### config.mk
export PLATFORM = sky130hd
export DESIGN_NAME = demux_latch
export DESIGN_NICKNAME = d
export VERILOG_FILES = /design/src/rtl/demux_latch.sv
export SDC_FILE = /design/constraint.sdc
export NUM_CORES = 1
export LEC_CHECK = 0
export CAP_MARGIN = 20
export CORE_AREA = 8 8 83 159
export DETAILED_ROUTE_END_ITERATION = 12
export DIE_AREA = 0 0 91 167
export GPL_ROUTABILITY_DRIVEN = 0
export PLACE_DENSITY_LB_ADDON = 0.08
export SLEW_MARGIN = 20
export SYNTH_ARGS = -nofsm -noshare
export SYNTH_HDL_FRONTEND = slang
export SYNTH_SLANG_ARGS = --single-unit
### constraint.sdc
create_clock -name clk -period 1.9 [get_ports clk]
set_input_delay 0.19 -clock clk [delete_from_list [all_inputs] [get_ports clk]]
set_output_delay 0.19 -clock clk [all_outputs]
set_load 0.005 [all_outputs]
### src/rtl/demux_latch.sv
// ---------------------------------------------------------------------------
// demux_latch
//   Serial-to-parallel demultiplexing latch. A stream of WIDTH-bit writes is
//   steered slot by slot into LANES latched slots. Once every slot of a frame
//   has been written, the frame is held stable and flagged valid until the
//   consumer acknowledges it.
//
// Parameters
//   WIDTH  bits per slot
//   LANES  slots per frame (>= 1)
//
// Ports
//   clk       in   clock, all state updates on posedge
//   reset     in   synchronous, active-high; beats every other input
//   write_en  in   write `in` into the current slot
//   in        in   write data (WIDTH)
//   ack       in   consumer takes the held frame (looked at only while valid=1)
//   ready     out  1 while filling (combinational from state)
//   idx       out  slot the next accepted write goes to
//   out       out  slot k at out[k*WIDTH +: WIDTH]
//   valid     out  registered; 1 while a complete frame is held
//   overrun   out  sticky; a write arrived while ready=0
//
// Optional feature (macro DEMUX_LATCH_FLUSH_EN):
//   flush     in   close a partial frame early
//   len       out  number of valid slots in the held frame
//
// Handshake: producer side is a valid/ready pair where write_en is the valid.
// A write transfers only in a cycle with write_en=1 and ready=1; a write with
// ready=0 is dropped and flagged on overrun. Consumer side: the frame on out
// transfers in the cycle valid=1 and ack=1; ack with valid=0 has no effect.
// ---------------------------------------------------------------------------
module demux_latch #(
   parameter int WIDTH = 32,
   parameter int LANES = 4,
   localparam int IW = (LANES > 1) ? $clog2(LANES) : 1
`ifdef DEMUX_LATCH_FLUSH_EN
   ,
   localparam int LW = $clog2(LANES + 1)
`endif
) (
   input  logic                   clk,
   input  logic                   reset,
   input  logic                   write_en,
   input  logic [WIDTH-1:0]       in,
   input  logic                   ack,
`ifdef DEMUX_LATCH_FLUSH_EN
   input  logic                   flush,
   output logic [LW-1:0]          len,
`endif
   output logic                   ready,
   output logic [IW-1:0]          idx,
   output logic [LANES*WIDTH-1:0] out,
   output logic                   valid,
   output logic                   overrun
);

   typedef enum logic {
      FILL = 1'b0,
      HOLD = 1'b1
   } state_t;

   state_t                        state;
   logic [LANES-1:0][WIDTH-1:0]   slots;
   logic                          last_slot;
   logic                          flush_req;

`ifdef DEMUX_LATCH_FLUSH_EN
   assign flush_req = flush;
`else
   assign flush_req = 1'b0;
`endif

   assign last_slot = (idx == IW'(LANES - 1));
   assign ready     = (state == FILL);
   // Packed slot array already has slot k at bits [k*WIDTH +: WIDTH].
   assign out       = slots;

   always_ff @(posedge clk) begin
      if (reset) begin
         state   <= FILL;
         slots   <= '0;
         idx     <= '0;
         valid   <= 1'b0;
         overrun <= 1'b0;
`ifdef DEMUX_LATCH_FLUSH_EN
         len     <= '0;
`endif
      end else begin
         case (state)
            FILL: begin
               if (write_en) begin
                  for (int k = 0; k < LANES; k++) begin
                     if (idx == IW'(k)) slots[k] <= in;
                  end
                  if (last_slot) begin
                     idx   <= '0;
                     state <= HOLD;
                     valid <= 1'b1;
`ifdef DEMUX_LATCH_FLUSH_EN
                     len   <= LW'(LANES);
`endif
                  end else if (flush_req) begin
                     // Accept this write, then close the frame behind it.
                     idx   <= '0;
                     state <= HOLD;
                     valid <= 1'b1;
`ifdef DEMUX_LATCH_FLUSH_EN
                     len   <= LW'(idx) + LW'(1);
`endif
                  end else begin
                     idx <= idx + IW'(1);
                  end
               end else if (flush_req && (idx != '0)) begin
                  // Partial frame: unwritten slots keep the previous frame.
                  idx   <= '0;
                  state <= HOLD;
                  valid <= 1'b1;
`ifdef DEMUX_LATCH_FLUSH_EN
                  len   <= LW'(idx);
`endif
               end
            end
            HOLD: begin
               // A write in HOLD is always dropped, even alongside an ack.
               if (write_en) overrun <= 1'b1;
               if (ack) begin
                  state <= FILL;
                  valid <= 1'b0;
               end
            end
            default: begin
               state <= FILL;
               valid <= 1'b0;
            end
         endcase
      end
   end

endmodule
==> key figures <==
Clock tree
  – TritonCTS Buffers: 17
  – Cts hold-fix bufs: 0
  – Clk_lat worst skew: 400 ps
  – Post-CTS Setup Repair Bufs: 0
  – CTS root buf: clkbuf_16
  – CTS resizes: 0
  – Max H-tree Level: 4
  – Clock-pin slew on the worst setup and hold paths: 50 ps
  – CTS tree: built
  – Max clock buf depth: 2
  – Sink Count: 133

Timing
  – Fmax: 602.5 MHz
  – Measured slew at the worst slew-check pin: 686.6 ps
  – RSZ-0062 raised after global routing: false
  – Period utilization: 87.35%
  – Fin Hold WS: 343.7 ps
  – Final hold violations: 0
  – Setup ws final: 240.3 ps
  – # setup viols final: 0
  – Setup TNS: 0 ps
  – Setup Skew: 8.416 ps
  – Max-slew violations: 0
  – Slew HR: 54.22%
  – Tmin final: 1660 ps

Cells and area
  – Area Growth Syn to Fin: 46.95%
  – Diode count: 0
  – Layout net count: 792
  – Share of layout cells above drive strength 1: 11.13%
  – Cell Count, Final, Fillers Out: 906
  – Fillcell total: 988

Logic synthesis
  – Top cells by count, synth: nand2_1 (257), dfxtp_1 (133), a21oi_1 (101)
  – Cell count after synthesis: 590
  – Register area share after synthesis: 54.30%
  – Main combinational cell family by area after synthesis: simple AND/OR/NAND/NOR gates
  – Yosys cell types: 17
  – Post-synthesis mux area share: 0.4083%
  – Compound-Gate Fraction of Synth Area: 15.67%
  – Post-synth top area share: 54.30%
  – Count leader, synth: nand2_1
  – Ys async rst share: 0%
  – Post-synthesis xor/xnor area fraction: 0%
  – Syn Area/Cell: 8.311 um^2
  – Syn Nets: 630
  – Mapped Area: 4903 um^2
  – Synth Register Bits: 133
  – Cell taking the most area after synthesis: dfxtp_1
  – Synthesized-area fraction occupied by adder cells: 1.021%
  – Synth Flop Type: dfxtp_1
  – Synth Area in Simple Gates: 21.94%
  – Synth top area cells: dfxtp_1 (54%), nand2_1 (20%), a21oi_1 (10%)
  – Yosys warns: 0
  – Post-synth EDFFs: 0

Global route
  – First-pass GRT wire length: 23.50 mm
  – Vias in the first global route: 4400
  – Initial antenna violation count: 0
  – Total gr overflow: 0
  – Gr usage total: 19.36%
  – Largest net degree at the start of global routing: 134

Placement
  – Placed Cells: 875
  – HPWL after detailed placement: 10.15 mm
  – Worst slack, placed: 185.8 ps
  – IO Port Bufs: 168

Power
  – Static Leak: 2.516 nW
  – Total Power: 6.890 mW
  – P per Cell Area: 956.2 nW/um^2
  – Maximum vdd drop: 793.8 uV

Die
  – Row count: 55
  – CORE AREA: 11150 um^2
  – Chip width: 91 um
  – Ports: 169
  – Die Y: 167 um
  – Die area: 15200 um^2
  – Initial core utilization: 43.98%

Hold path
  – HP Class: input port to flop
  – HP Start: reset
  – Hold Path End: idx[1]
  – Depth of the worst hold-timing path: 3

Run
  – Maxcap violations: 0

Critical path
  – Crit start category: flop
  – Worst-path cell chain: inv_1 -> clkdlybuf4s50_1
  – Reg2reg end: out[74]
  – Setup crit start: state
  – Crit path max fanout: 13
  – Highest-delay cell along the critical path: dfxtp_1
  – Reg2reg start: idx[0]
  – Max incr delay on CP: 540 ps
  – Worst R2R Path Depth: 6
  – WP data required: 1710 ps
  – Critical path class: flop to primary output
  – CP Capture Type: primary output
  – CP arrival: 1470 ps
  – R2R setup slack: 450 ps

Routing
  – WL/cell: 16.13 um
  – Vias: 4409
  – Via/cell ratio: 4.866
  – Drc violations: 0
  – Final ANT Viol Nets: 0
  – Final WL: 14.61 mm
  – Drt initial violations: 196
  – DR pass1 iterations: 5

Outcome
  – Status: finished clean
power by group:
part	total [mW]	switching [mW]	internal, mW	leakage, nW
Clock	3.19	1.13	2.05	0.292
Sequential	2.96	0.0596	2.90	1.08
Combinational	0.743	0.373	0.370	1.15
Total	6.89	1.57	5.32	2.52
state kept, by name, indices dropped and copies added (netlist names):
register and flops:
valid 1, overrun 1, idx 2, out 128, state 1
logic make-up after synthesis:
kind of cell / count (synthesis)
simple gates: 272
flops: 133
compound gates: 131
buf+inv: 48
fa+ha+maj: 4
mux: 2
through the flow:
| step | instance area [um^2] | utilization, % |
|---|---|---|
| after detailed placement | 6620 | 59.38 |
| after global routing | 7206 | 64.64 |
| after global placement | 6620 | 59.38 |
| final | 7206 | 64.64 |
| after floorplan | 4903 | - |
| after CTS | 7206 | 64.64 |
layout by cell type, fill, tap and decap left out:
cell type / n
clkbuf_16: 17
a21oi_2: 30
clkbuf_1: 1
buf_12: 2
buf_4: 19
nor2_1: 5
nor2b_1: 1
clkinvlp_4: 1
and3b_1: 4
clkinv_2: 5
ha_1: 4
mux2i_1: 2
clkdlybuf4s50_1: 167
a21oi_1: 101
nand2_1: 257
inv_1: 3
clkbuf_8: 4
clkinv_4: 1
nand2b_1: 1
dfxtp_1: 133
nand3b_2: 4
bufinv_16: 2
how the worst max path moves through the flow:
stage	slack [ps]	end
after floorplan	540	out[10]
after global placement	240	out[45]
after detailed placement	190	out[75]
after CTS	230	ready
after global routing	170	ready
final	240	ready
routing by layer:
metal	track usage (%)	vias to the layer above	share of wire [%]
met5	0	-	0
met4	7.753	0	1.8
met3	7.114	15	7.1
met2	32.32	141	50
met1	21.60	2047	41
li1	-	2206	-
area by class of cell:
| type | count | area [um^2] | share of cell area, % |
|---|---|---|---|
| sequential | 133 | 2663 | 36.95 |
| multi-input combinational | 409 | 1914 | 26.57 |
| timing repair buffer | 188 | 1854 | 25.73 |
| clock buffer | 22 | 484.2 | 6.720 |
| tap | 142 | 177.7 | 2.466 |
| clock inverter | 9 | 101.3 | 1.406 |
| inverter | 3 | 11.26 | 0.1563 |
critical path, delay by kind of cell, from the launching register on:
| kind | cells | cell delay [ps] |
|---|---|---|
| flip-flops | 1 | 540 |
| buffers and inverters | 2 | 540 |
Note: power is estimated with default switching activity, not from simulation.
